### config.mk
export PLATFORM = sky130hd
export DESIGN_NAME = instr_bus_router
export DESIGN_NICKNAME = d
export VERILOG_FILES = /design/src/rtl/instr_bus_router.sv
export SDC_FILE = /design/constraint.sdc
export NUM_CORES = 1
export LEC_CHECK = 0
export BUFFER_PORTS_ARGS = -buffer_cell sky130_fd_sc_hd__buf_2
export CAP_MARGIN = 20
export CORE_AREA = 4 4 77 79
export CTS_CLUSTER_DIAMETER = 50
export DETAILED_ROUTE_END_ITERATION = 8
export DIE_AREA = 0 0 81 83
export PLACE_DENSITY = 0.79
export SYNTH_ARGS = -nofsm -noshare
export SYNTH_HDL_FRONTEND = slang
export SYNTH_SLANG_ARGS = --single-unit
### constraint.sdc
create_clock -name clk_i -period 5.2 [get_ports clk_i]
set_clock_uncertainty 0.05 [all_clocks]
set_input_delay 1.04 -clock clk_i [delete_from_list [all_inputs] [get_ports clk_i]]
set_output_delay 1.04 -clock clk_i [all_outputs]
set_load 0.01 [all_outputs]
### src/rtl/instr_bus_router.sv
// ibr_fifo: generic synchronous FIFO exposing head entry and occupancy.
// Latency: one cycle from push to visibility at head; pop takes effect at the next edge.
// Backpressure: none internal; the caller must not push when full without a simultaneous pop.
module ibr_fifo #(
    parameter int W     = 2,
    parameter int DEPTH = 2,
    parameter int CNT_W = $clog2(DEPTH + 1)
) (
    input  logic             clk_i,
    input  logic             rst_i,
    input  logic             push_vld,
    input  logic [W-1:0]     push_dat,
    input  logic             pop_vld,
    output logic [W-1:0]     head_dat,
    output logic [CNT_W-1:0] cnt,
    output logic             full,
    output logic             empty
);
    localparam int PTR_W = (DEPTH > 1) ? $clog2(DEPTH) : 1;

    logic [W-1:0]     mem [DEPTH];
    logic [PTR_W-1:0] wr_ptr;
    logic [PTR_W-1:0] rd_ptr;

    function automatic logic [PTR_W-1:0] next_ptr(input logic [PTR_W-1:0] p);
        return (p == PTR_W'(DEPTH - 1)) ? '0 : p + PTR_W'(1);
    endfunction

    always_ff @(posedge clk_i) begin
        if (rst_i) begin
            wr_ptr <= '0;
            rd_ptr <= '0;
            cnt    <= '0;
        end else begin
            if (push_vld) begin
                mem[wr_ptr] <= push_dat;
                wr_ptr      <= next_ptr(wr_ptr);
            end
            if (pop_vld) begin
                rd_ptr <= next_ptr(rd_ptr);
            end
            cnt <= cnt + CNT_W'(push_vld) - CNT_W'(pop_vld);
        end
    end

    assign head_dat = mem[rd_ptr];
    assign full     = (cnt == CNT_W'(DEPTH));
    assign empty    = (cnt == '0);
endmodule

// instr_bus_router: in-order fetch router to NUM_TGT base/mask targets; IBR_FETCH_CNT_EN adds fetch counters.
// Latency: zero added on grant and response; unmapped fetches answer with an error one cycle after grant.
// Backpressure: core gnt follows the selected target gnt, withheld at MAX_OUTSTANDING or until a target switch drains.
module instr_bus_router #(
    parameter int NUM_TGT         = 2,
    parameter int MAX_OUTSTANDING = 2,
    parameter int ADDR_W          = 32,
    parameter int DATA_W          = 32,
    parameter logic [NUM_TGT*ADDR_W-1:0] TGT_BASE = {32'h0000_0000, 32'h0004_0080},
    parameter logic [NUM_TGT*ADDR_W-1:0] TGT_MASK = {32'hFFF0_0000, 32'hFFFF_FF80}
) (
    input  logic                        clk_i,
    input  logic                        rst_i,
    input  logic                        core_instr_req_i,
    output logic                        core_instr_gnt_o,
    output logic                        core_instr_rvalid_o,
    input  logic [ADDR_W-1:0]           core_instr_addr_i,
    output logic [DATA_W-1:0]           core_instr_rdata_o,
    output logic                        core_instr_err_o,
`ifdef IBR_FETCH_CNT_EN
    output logic [(NUM_TGT+1)*32-1:0]   tgt_fetch_cnt_o,
`endif
    output logic [NUM_TGT-1:0]          tgt_req_o,
    input  logic [NUM_TGT-1:0]          tgt_gnt_i,
    input  logic [NUM_TGT-1:0]          tgt_rvalid_i,
    output logic [NUM_TGT*ADDR_W-1:0]   tgt_addr_o,
    input  logic [NUM_TGT*DATA_W-1:0]   tgt_rdata_i,
    input  logic [NUM_TGT-1:0]          tgt_err_i
);
    localparam int SEL_W = $clog2(NUM_TGT + 1);
    localparam int CNT_W = $clog2(MAX_OUTSTANDING + 1);
    localparam logic [SEL_W-1:0] UNMAPPED = SEL_W'(NUM_TGT);

    logic [SEL_W-1:0]  sel;
    logic [SEL_W-1:0]  head_id;
    logic [CNT_W-1:0]  fifo_cnt;
    logic              fifo_full;
    logic              fifo_empty;
    logic              unm_pend;
    logic              head_rvalid;
    logic [DATA_W-1:0] head_rdata;
    logic              head_err;
    logic              pop;
    logic              can_issue;
    logic              issue;
    logic              gnt;

    // Lowest-index hit wins when windows overlap.
    always_comb begin
        sel = UNMAPPED;
        for (int k = NUM_TGT - 1; k >= 0; k--) begin
            if ((core_instr_addr_i & TGT_MASK[k*ADDR_W +: ADDR_W]) == TGT_BASE[k*ADDR_W +: ADDR_W]) begin
                sel = SEL_W'(k);
            end
        end
    end

    always_comb begin
        head_rvalid = 1'b0;
        head_rdata  = '0;
        head_err    = 1'b0;
        if (head_id == UNMAPPED) begin
            head_rvalid = unm_pend;
            head_err    = 1'b1;
        end else begin
            for (int k = 0; k < NUM_TGT; k++) begin
                if (head_id == SEL_W'(k)) begin
                    head_rvalid = tgt_rvalid_i[k];
                    head_rdata  = tgt_rdata_i[k*DATA_W +: DATA_W];
                    head_err    = tgt_err_i[k];
                end
            end
        end
    end

    // Responses from anything other than the oldest fetch's target are ignored.
    assign pop       = head_rvalid & ~fifo_empty & ~rst_i;
    assign can_issue = (~fifo_full | pop)
                     & (fifo_empty | (sel == head_id) | ((fifo_cnt == CNT_W'(1)) & pop));
    assign issue     = core_instr_req_i & can_issue & ~rst_i;

    always_comb begin
        tgt_req_o = '0;
        for (int k = 0; k < NUM_TGT; k++) begin
            tgt_req_o[k] = issue & (sel == SEL_W'(k));
        end
    end

    assign gnt                 = (sel == UNMAPPED) ? issue : |(tgt_gnt_i & tgt_req_o);
    assign core_instr_gnt_o    = gnt;
    assign core_instr_rvalid_o = pop;
    assign core_instr_rdata_o  = pop ? head_rdata : '0;
    assign core_instr_err_o    = pop & head_err;
    assign tgt_addr_o          = rst_i ? '0 : {NUM_TGT{core_instr_addr_i}};

    ibr_fifo #(
        .W     (SEL_W),
        .DEPTH (MAX_OUTSTANDING),
        .CNT_W (CNT_W)
    ) u_id_fifo (
        .clk_i    (clk_i),
        .rst_i    (rst_i),
        .push_vld (gnt),
        .push_dat (sel),
        .pop_vld  (pop),
        .head_dat (head_id),
        .cnt      (fifo_cnt),
        .full     (fifo_full),
        .empty    (fifo_empty)
    );

    always_ff @(posedge clk_i) begin
        if (rst_i) begin
            unm_pend <= 1'b0;
        end else begin
            unm_pend <= gnt & (sel == UNMAPPED);
        end
    end

`ifdef IBR_FETCH_CNT_EN
    logic [31:0] fetch_cnt [NUM_TGT+1];

    always_ff @(posedge clk_i) begin
        if (rst_i) begin
            for (int k = 0; k <= NUM_TGT; k++) begin
                fetch_cnt[k] <= '0;
            end
        end else begin
            for (int k = 0; k <= NUM_TGT; k++) begin
                if (gnt && (sel == SEL_W'(k))) begin
                    fetch_cnt[k] <= fetch_cnt[k] + 32'd1;
                end
            end
        end
    end

    for (genvar g = 0; g <= NUM_TGT; g++) begin : g_cnt_out
        assign tgt_fetch_cnt_o[g*32 +: 32] = fetch_cnt[g];
    end
`endif
endmodule

==> results.py, run 1 <==
metrics = {
    "sta": {
        "hold_viol": 0,
        "clock.fmax_mhz": 242,
        "slew_viol_final": 0,
        "fin_crit_sh_pct": 79.5,
        "finalWorstSetupSlack_ns": 1.06,
        "setup_viol": 0,
        "min_period_ns": 4.14,
        "rsz0062_at_grt": "no",
        "worstMarginPinSlew_ns": 0.990,
        "fin_tns_setup_ns": 0,
        "worst_hold_slack_ns": 0.445,
        "max_slew_margin_pct": 33.8,
    },
    "layout": {
        "antennaDiodeCount": 0,
        "drive_gt1_share_pct": 52.7,
        "nNetsFinal": 522,
        "area_delta_synth_final_pct": 55.5,
    },
    "setup_path": {
        "crit_fanout": 32,
        "cpMaxStageDelayCell": "nand2_1",
        "cp_num_buf_inv": 2,
        "crit_path_end_kind": "output port",
        "worstPathArrival_ns": 3.05,
        "crit_path_cell_trace": "buf_2, o21bai_1, o31ai_4, nand2_1, a21oi_1, buf_2",
        "crit_family": "compound AO/OA/AOI/OAI gates",
        "critPathMaxStageDelay_ns": 0.65,
        "critPathKind": "in2out",
        "cp-start-kind": "input port",
        "crit_required_ns": 4.11,
        "cpMostUsedCell": "buf_2",
    },
    "logic_synthesis": {
        "ys.flop_type": "dfxtp_1",
        "yosysSeqAreaShare_pct": 15.0,
        "synth_nets": 356,
        "synth_compound_area_share_pct": 17.7,
        "synth-edff-count": 4,
        "synth_most_common_cell": "nand2_1",
        "synth_mux_area_share_pct": 4.21,
        "synthXorXnorAreaFrac_pct": 1.64,
        "synthTopCellsByCount": "67 x nand2_1, 33 x a21oi_1, 33 x nor2b_1",
        "synth-simple-area-share_pct": 39.5,
        "post_synth_fa_ha_maj_area_fraction_pct": 1.56,
        "synth_top_area_share_pct": 15.7,
        "synth.distinct_cells": 36,
        "synth_area_um2": 1600,
        "async_reset_ff_share_pct": 0,
        "yosysWarnings": 0,
        "synthesis.instances": 249,
        "avgSynthCellArea_um2": 6.44,
        "synth-seq-cells": 10,
        "synth_top_family_by_area": "simple AND/OR/NAND/NOR gates",
        "synth.largest_area_cell": "nand2_1",
        "synth.area.top_cells": "nand2_1 16%, buf_4 15%, nor2b_1 13%",
    },
    "job": {
        "max-cap-violations": 0,
    },
    "clock_tree": {
        "clock_latency_ns": 0.24,
        "ctsHoldBuffers": 0,
        "clk_path_buf_depth": 2,
        "cts.clk_slew.worst_paths_ns": 0.05,
        "htree_levels": 1,
        "cts_setup_buffers": 0,
        "cts_sinks": 10,
        "cts_buffers": 3,
        "cts_tree": "yes",
        "cts-root-buf": "clkbuf_8",
        "cts_resized": 0,
    },
    "power": {
        "p_int_w": 0.000232,
        "pwr-share-clk_pct": 27.3,
        "swShare_pct": 34.7,
        "comb_power_share_pct": 46.0,
        "seqPwrFrac_pct": 26.7,
        "vdd_drop_max_uv": 77.3,
        "power_switching_w": 0.000123,
        "p_leak_nw": 1.46,
        "powerDensity_nw_per_um2": 142,
    },
    "floorplan": {
        "initial_core_util_pct": 30.1,
        "ios": 206,
        "die_width_um": 81,
        "rows": 27,
        "fp.dieH_um": 83,
        "core-area_um2": 5340,
        "dieArea_um2": 6720,
    },
    "grt": {
        "antenna_found_initial": 0,
        "gr-total-overflow": 0,
        "grtUsageTotal_pct": 15.9,
        "grt_pass1_wl_um": 8880,
        "grt_pass1_vias": 2023,
        "grt_max_degree": 39,
    },
    "detailed_routing": {
        "drc": 0,
        "num_vias": 2206,
        "drtIter0Drc": 38,
        "drt_wl_total_um": 6060,
        "first_pass_iters": 6,
        "drt-vias-per-instance": 4.54,
        "ant_nets": 0,
        "wl_per_cell_um": 12.5,
    },
    "placed_design": {
        "portBuffers": 205,
        "dp_hpwl_um": 5170,
        "gp_congestion": 0.892,
        "pre_cts_ws_ns": 1.05,
    },
    "outcome": {
        "outcome": "complete, no violations",
    },
    "hold_path": {
        "min_path_type": "reg2reg",
    },
}
==> metrics by stage <==
step,instance area (µm²),cells,power [W],util (%)
final,2490,486,0.000355,46.7
after detailed placement,2440,482,0.000260,45.7
after global placement,2440,482,0.000257,45.7
after floorplan,1600,249,0.000199,-
after global routing,2490,486,0.000380,46.7
after CTS,2490,486,0.000356,46.7
==> layer usage <==
metal  vias up  track usage [%]  part of all wire (%)
met4         0             3.07                  0.66
li1       1129                -                     -
met1       946             17.1                    38
met5         -                0                     0
met2       127             32.3                    51
met3         4             1.30                    11
==> cells in the final DEF, fill, tap and decap left out, drive strengths merged, types with 2 or more instances in the layout <==
cell	synthesis	layout
inv	7	7
mux2i	4	4
nor4	8	8
dfxtp	6	6
o31ai	2	2
nand2b	2	2
a21boi	2	2
buf	33	207
nor2	11	11
nand2	67	67
o21ai	2	2
nor2b	33	33
a21oi	33	33
edfxtp	4	4
xnor2	2	2
and3	2	2
nand3	3	3
ha	2	2
clkbuf	13	4
==> flip-flops by register name (all words and copies together), names as in the netlist, named ones only <==
register and cells:
u_id_fifo.rd_ptr 1, unm_pend 1, u_id_fifo.wr_ptr 1, u_id_fifo.cnt 2, u_id_fifo.mem 4
==> logic make-up after synthesis <==
family / Yosys count
XOR/XNOR: 3
AO/OA/AOI/OAI: 45
flip-flops: 10
AND/OR/NAND/NOR: 131
multiplexers: 5
adder cells (fa/ha/maj): 2
buffers and inverters: 53
==> final cells by class <==
class	instances	area, µm²
Clock buffer	4	55.1
Fill cell	537	2840
Inverter	7	26.3
Multi-Input combinational cell	186	1040
Sequential cell	10	240
Tap cell	72	90.1
Timing Repair Buffer	207	1040
==> path summary, 6_finish.rpt <==
| kind | from | cells after the start | slack (ns) | end |
|---|---|---|---|---|
| worst min register to register | u_id_fifo.wr_ptr | 1 | 0.44 | u_id_fifo.wr_ptr |
| worst max register to register | flop | 9 | 2.59 | u_id_fifo.cnt[1] |
| worst max-delay path | rst_i | 6 | 1.06 | core_instr_rdata_o[0] |
| worst min-delay path | u_id_fifo.wr_ptr | 1 | 0.44 | u_id_fifo.wr_ptr |
==> power by group through the flow <==
stage | Clock (W) | Combinational, W | Sequential, W
floorplan | 0 | 0.000105 | 0.0000941
global placement | 0 | 0.000161 | 0.0000955
detailed placement | 0 | 0.000164 | 0.0000959
CTS | 0.0000974 | 0.000165 | 0.0000944
global route | 0.000103 | 0.000182 | 0.0000951
finish | 0.0000970 | 0.000163 | 0.0000946
Note: power is estimated with default switching activity, not from simulation.
==> run 2: changes to the inputs <==
==> config.mk (replaced) <==
export PLATFORM = sky130hd
export DESIGN_NAME = instr_bus_router
export DESIGN_NICKNAME = d
export VERILOG_FILES = /design/src/rtl/instr_bus_router.sv
export SDC_FILE = /design/constraint.sdc
export NUM_CORES = 1
export LEC_CHECK = 0
export ABC_AREA = 1
export BUFFER_PORTS_ARGS = -buffer_cell sky130_fd_sc_hd__buf_2
export CAP_MARGIN = 20
export CORE_MARGIN = 4
export CORE_UTILIZATION = 33
export CTS_CLUSTER_DIAMETER = 50
export DETAILED_ROUTE_END_ITERATION = 8
export PLACE_DENSITY = 0.82
export SYNTH_ARGS = -nofsm -noshare
export SYNTH_HDL_FRONTEND = slang
export SYNTH_SLANG_ARGS = --single-unit
==> constraint.sdc (replaced) <==
create_clock -name clk_i -period 3.93 [get_ports clk_i]
set_clock_uncertainty 0.05 [all_clocks]
set_input_delay 0.786 -clock clk_i [delete_from_list [all_inputs] [get_ports clk_i]]
set_output_delay 0.786 -clock clk_i [all_outputs]
set_load 0.01 [all_outputs]
==> run 2 against run 1 <==
Design area up 2.8%. Synthesized cell count is 27% higher. Sequential share of layout area fell by 0.26 points. Wire length is 12% higher. Combinational power up 40%. Critical endpoint is now core_instr_gnt_o. Non-clock buffer count did not move. Core utilization increased by 6.1 points. Clock power rose by 14%.
==> results.py, run 2 <==
metrics = {
    "logic_synthesis": {
        "yosysSeqAreaShare_pct": 14.2,
        "async_reset_ff_share_pct": 0,
        "synthTopCellsByCount": "61 x nand2_1, 49 x inv_1, 48 x nor2_1",
        "synth-seq-cells": 10,
        "synth_top_area_share_pct": 14.2,
        "synth_nets": 422,
        "avgSynthCellArea_um2": 5.37,
        "synth.largest_area_cell": "buf_4",
        "synthesis.instances": 315,
        "yosysWarnings": 0,
        "synth_area_um2": 1690,
        "synth.distinct_cells": 22,
        "synth-edff-count": 4,
        "synth_most_common_cell": "nand2_1",
        "ys.flop_type": "dfxtp_1",
        "synth.area.top_cells": "buf_4 14%, nand2_1 14%, nand3_1 11%",
    },
    "placed_design": {
        "dp_hpwl_um": 5740,
        "portBuffers": 205,
        "placed_area_um2": 2520,
        "gp_congestion": 0.859,
        "pre_cts_ws_ns": 0.856,
        "placedCellCount": 541,
    },
    "outcome": {
        "outcome": "complete, no violations",
    },
    "setup_path": {
        "cpMaxStageDelayCell": "dfxtp_1",
        "critPathKind": "reg2out",
        "crit_fanout": 37,
        "cp-start-kind": "flop",
        "cp_num_buf_inv": 2,
        "worstPathArrival_ns": 2.47,
        "crit_family": "simple AND/OR/NAND/NOR gates",
        "critPathMaxStageDelay_ns": 0.39,
        "cpMostUsedCell": "nand3_1",
        "crit_path_end_kind": "output port",
        "crit_required_ns": 3.09,
        "crit_path_cell_trace": "inv_2, nand2_1, nand2_2, nand3_1, nand3_2, nand2_4, nand2_1, nand3_1, nand2_2, nand3_1, nand3_2, buf_2",
    },
    "floorplan": {
        "core-area_um2": 4850,
        "fp.dieH_um": 79.6,
        "dieArea_um2": 6340,
        "initial_core_util_pct": 34.9,
        "rows": 25,
        "ios": 206,
        "die_width_um": 79.6,
    },
    "detailed_routing": {
        "drt-vias-per-instance": 4.49,
        "first_pass_iters": 4,
        "wl_per_cell_um": 12.5,
        "met2_length_um": 3780,
        "maxUsedRoutingLayer": "met4",
        "drc": 0,
        "met1_length_um": 2320,
        "num_vias": 2446,
        "wl_met3_um": 634,
        "ant_nets": 0,
        "drtIter0Drc": 125,
        "drt_wl_total_um": 6810,
    },
    "layout": {
        "final_cells": 545,
        "reg_top3": "u_id_fifo.mem: 4 flops, u_id_fifo.cnt: 2 flops",
        "final_common_cell": "buf_2",
        "regArea_um2": 240,
        "fin_area_um2": 2560,
        "final_core_util_pct": 52.9,
        "final_cell_mix": "205 x buf_2, 61 x nand2_1, 49 x inv_1, 48 x nor2_1, 38 x nand3_1",
        "fillers": 486,
        "antennaDiodeCount": 0,
        "nNetsFinal": 586,
        "area_delta_synth_final_pct": 51.4,
        "drive_gt1_share_pct": 46.9,
        "largest_register_ffs": 4,
        "multiInputGateArea_um2": 961,
        "largest-register": "u_id_fifo.mem",
    },
    "sta": {
        "fin_tns_setup_ns": 0,
        "fin_crit_sh_pct": 84.0,
        "min_period_ns": 3.30,
        "clock.fmax_mhz": 303,
        "worstMarginPinSlew_ns": 0.610,
        "finalWorstSetupSlack_ns": 0.628,
        "hold_viol": 0,
        "max_slew_margin_pct": 59.2,
        "setup_viol": 0,
        "slew_viol_final": 0,
        "rsz0062_at_grt": "no",
    },
    "power": {
        "p_leak_nw": 1.65,
        "powerDensity_nw_per_um2": 180,
        "vdd_drop_max_uv": 96.2,
    },
    "clock_tree": {
        "cts_sinks": 10,
        "ctsHoldBuffers": 0,
        "cts-root-buf": "clkbuf_8",
        "cts.clk_slew.worst_paths_ns": 0.04,
        "cts_setup_buffers": 0,
        "clock_latency_ns": 0.24,
        "htree_levels": 1,
        "clk_path_buf_depth": 2,
        "cts_resized": 0,
        "cts_buffers": 3,
        "cts_tree": "yes",
    },
    "grt": {
        "gr-total-overflow": 0,
        "antenna_found_initial": 0,
        "grtUsageTotal_pct": 19.4,
        "grt_pass1_vias": 2157,
        "grt_pass1_wl_um": 9820,
        "grt_max_degree": 39,
    },
    "hold_path": {
        "min_path_type": "reg2reg",
    },
    "job": {
        "max-cap-violations": 0,
    },
}
-- run 2: changes by cell type after synthesis, sizes merged, moves of 3 or more --
cell	previous run	this run
nor2	11	49
mux2i	4	0
a21oi	33	36
nor2b	33	0
inv	7	51
nor4	8	0
nand3	3	41
nand4	0	3
-- run 2: tightest hold or removal path: stages (launching register included) --
cell and delay, ns:
dfxtp_1 0.30, nand2_1 0.07, a21oi_1 0.06
-- run 2: power by group --
| group | switching (W) | leakage (nW) | internal (W) | total [W] |
|---|---|---|---|---|
| sequential | 0.00000467 | 0.0839 | 0.000117 | 0.000122 |
| clock | 0.0000399 | 0.0228 | 0.0000710 | 0.000111 |
| combinational | 0.000136 | 1.54 | 0.0000937 | 0.000229 |
| total | 0.000180 | 1.65 | 0.000282 | 0.000462 |
-- run 2: cells by family after synthesis --
logic type / after synthesis / share of synthesized area, %
compound gates: 38 / 11.2
xor+xnor: 1 / 0.517
fa+ha+maj: 2 / 1.48
buf+inv: 99 / 29.0
flops: 10 / 14.2
simple gates: 165 / 43.5
-- run 2: final cells by class --
type | count | area share [%]
Timing Repair Buffer | 207 | 40.6
Multi-Input combinational cell | 206 | 37.5
Tap cell | 67 | 3.27
Clock buffer | 4 | 1.76
Inverter | 51 | 7.47
Sequential cell | 10 | 9.37
-- run 2: metrics by stage --
step | power (W) | hold slack, ns
6_report | 0.000462 | 0.429
5_1_grt | 0.000499 | 0.478
4_1_cts | 0.000467 | 0.432
3_5_place_dp | 0.000355 | 0.425
3_3_place_gp | 0.000349 | 0.419
2_1_floorplan | 0.000267 | 0.411
-- run 2: layer usage --
layer  vias to the layer above  global-route usage (%)
li1                       1273                       -
met5                         -                       0
met3                         4                    3.84
met2                       138                    40.1
met4                         0                    5.15
met1                      1031                    19.2
-- run 2: final timing paths --
kind,depth (start not counted),from,end,slack [ns]
setup reg to reg,15,flop,u_id_fifo.cnt[1],1.05
hold reg to reg,2,u_id_fifo.rd_ptr,flop,0.43
setup / recovery,12,flop,core_instr_gnt_o,0.63
hold / removal,2,u_id_fifo.rd_ptr,flop,0.43
==> run 3: changes to the inputs <==
==> config.mk (replaced) <==
export PLATFORM = sky130hd
export DESIGN_NAME = instr_bus_router
export DESIGN_NICKNAME = d
export VERILOG_FILES = /design/src/rtl/instr_bus_router.sv
export SDC_FILE = /design/constraint.sdc
export NUM_CORES = 1
export LEC_CHECK = 0
export ABC_AREA = 0
export BUFFER_PORTS_ARGS = -buffer_cell sky130_fd_sc_hd__buf_2
export CAP_MARGIN = 20
export CORE_AREA = 4 4 77 79
export CTS_CLUSTER_DIAMETER = 50
export DETAILED_ROUTE_END_ITERATION = 8
export DIE_AREA = 0 0 81 83
export PLACE_DENSITY = 0.79
export SYNTH_ARGS = -nofsm -noshare
export SYNTH_HDL_FRONTEND = slang
export SYNTH_SLANG_ARGS = --single-unit
==> constraint.sdc (replaced) <==
create_clock -name clk_i -period 3.2 [get_ports clk_i]
set_clock_uncertainty 0.05 [all_clocks]
set_input_delay 0.64 -clock clk_i [delete_from_list [all_inputs] [get_ports clk_i]]
set_output_delay 0.64 -clock clk_i [all_outputs]
set_load 0.01 [all_outputs]
==> run 3 against run 2 <==
Global-route usage fell by 3.4 points. Sequential power rose by 25%. Clock power up 21%. Sequential cell count unchanged. First-iteration DRC count decreased by 67%. Setup slack lost 0.49 ns. Die area grew 6.0%. Critical path type is now in2out. Critical endpoint is now tgt_req_o[1]. Largest cell class unchanged. Largest power group unchanged. Highest routed layer unchanged.
==> results.py, run 3 (synthesized netlist as in run 1, its figures left out) <==
metrics = {
    "outcome": {
        "outcome": "complete, no violations",
    },
    "setup_path": {
        "crit_fanout": 3,
        "critPathMaxStageDelay_ns": 0.33,
        "crit_path_end_kind": "output port",
        "worstPathArrival_ns": 2.37,
        "crit_path_cell_trace": "buf_2, nor4_2, and3_1, a21oi_1, nor4_2, nor2_1, nor4b_1, buf_2",
        "crit_required_ns": 2.51,
        "cpMaxStageDelayCell": "nor4_2",
        "critPathKind": "in2out",
        "cp-start-kind": "input port",
    },
    "sta": {
        "worstMarginPinSlew_ns": 0.407,
        "max_slew_margin_pct": 72.7,
        "fin_crit_sh_pct": 95.6,
        "rsz0062_at_grt": "no",
        "fin_tns_setup_ns": 0,
        "setup_viol": 0,
        "clock.fmax_mhz": 327,
        "slew_viol_final": 0,
        "hold_viol": 0,
        "min_period_ns": 3.06,
    },
    "clock_tree": {
        "clock_latency_ns": 0.24,
        "cts.clk_slew.worst_paths_ns": 0.05,
        "cts-root-buf": "clkbuf_8",
        "cts_sinks": 10,
        "clk_path_buf_depth": 2,
        "htree_levels": 1,
        "cts_buffers": 3,
        "cts_tree": "yes",
    },
    "layout": {
        "fillers": 545,
        "area_delta_synth_final_pct": 59.0,
        "largest-register": "u_id_fifo.mem",
        "nNetsFinal": 529,
        "antennaDiodeCount": 0,
        "multiInputGateArea_um2": 1050,
        "reg_top3": "u_id_fifo.mem: 4 flops, u_id_fifo.cnt: 2 flops",
        "final_common_cell": "buf_2",
        "final_cell_mix": "205 x buf_2, 67 x nand2_1, 33 x a21oi_1, 33 x nor2b_1, 11 x nor2_1",
        "fin_area_um2": 2550,
        "drive_gt1_share_pct": 53.9,
        "regArea_um2": 241,
        "final_cells": 493,
        "largest_register_ffs": 4,
    },
    "detailed_routing": {
        "num_vias": 2251,
        "wl_per_cell_um": 12.5,
        "drc": 0,
        "drt-vias-per-instance": 4.57,
        "drtIter0Drc": 41,
        "ant_nets": 0,
        "drt_wl_total_um": 6180,
        "first_pass_iters": 4,
    },
    "power": {
        "seqPwrFrac_pct": 27.4,
        "power_switching_w": 0.000203,
        "swShare_pct": 36.3,
        "comb_power_share_pct": 48.5,
        "powerDensity_nw_per_um2": 219,
        "p_leak_nw": 1.49,
        "vdd_drop_max_uv": 178,
        "p_int_w": 0.000356,
        "pwr-share-clk_pct": 24.0,
    },
    "floorplan": {
        "dieArea_um2": 6720,
        "ios": 206,
        "initial_core_util_pct": 30.1,
        "core-area_um2": 5340,
        "die_width_um": 81,
        "rows": 27,
        "fp.dieH_um": 83,
    },
    "grt": {
        "grt_pass1_vias": 2086,
        "gr-total-overflow": 0,
        "grtUsageTotal_pct": 16.0,
        "grt_max_degree": 39,
        "grt_pass1_wl_um": 8900,
        "antenna_found_initial": 0,
    },
    "placed_design": {
        "placed_area_um2": 2470,
        "dp_hpwl_um": 5240,
        "portBuffers": 205,
        "placedCellCount": 486,
        "gp_congestion": 0.888,
    },
    "job": {
        "max-cap-violations": 0,
    },
    "hold_path": {
        "min_path_type": "reg2reg",
    },
}
-- run 3: worst max-delay path, delay by kind of cell --
family | cells | cell delay [ns]
AO/OA/AOI/OAI | 1 | 0.13
buffers and inverters | 2 | 0.30
AND/OR/NAND/NOR | 5 | 1.31
-- run 3: metal layers --
layer | vias up | GRT usage [%] | share of wire, %
met5 | - | 0 | 0
met4 | 0 | 4.92 | 1.5
met3 | 10 | 2.60 | 11
met2 | 134 | 31.0 | 51
met1 | 974 | 16.9 | 36
li1 | 1133 | - | -
-- run 3: repair_timing --
| action | in CTS | in global routing |
|---|---|---|
| resized for setup | 0 | 3 |
| endpoints found under the setup margin | 0 | 2 |
| setup buffers | 0 | 3 |
| hold buffers | 0 | 0 |
-- run 3: final timing paths --
| kind | from | to | slack, ns | depth (start not counted) |
|---|---|---|---|---|
| worst max-delay path | core_instr_addr_i[13] | tgt_req_o[1] | 0.14 | 8 |
| worst min-delay path | u_id_fifo.wr_ptr | u_id_fifo.wr_ptr | 0.43 | 1 |
| worst max register to register | flop | u_id_fifo.cnt[1] | 0.79 | 9 |
| worst min register to register | u_id_fifo.wr_ptr | u_id_fifo.wr_ptr | 0.43 | 1 |
-- run 3: layout make-up --
type,instances,share of cell area (%)
timing repair buffer,214,42.9
sequential,10,9.47
clock buffer,3,1.62
multi-input combinational,186,41.3
tap,72,3.53
clock inverter,1,0.147
inverter,7,1.03
-- run 3: power groups by stage --
| stage | combinational, W | clock (W) | sequential (W) |
|---|---|---|---|
| after floorplan | 0.000171 | 0 | 0.000153 |
| after global placement | 0.000266 | 0 | 0.000155 |
| after detailed placement | 0.000270 | 0 | 0.000156 |
| after CTS | 0.000271 | 0.000138 | 0.000153 |
| after global routing | 0.000301 | 0.000146 | 0.000155 |
| final | 0.000271 | 0.000134 | 0.000153 |
-- run 3: per-stage QoR --
stage                     util (%)  hold slack, ns  total power [W]  setup slack, ns
after floorplan                  -           0.400         0.000324            0.342
after global placement        46.2           0.414         0.000421            0.108
after detailed placement      46.2           0.425         0.000426           0.0651
after CTS                     47.1           0.436         0.000563           0.0621
after global routing          47.8           0.454         0.000602           0.0341
final                         47.8           0.432         0.000559            0.140
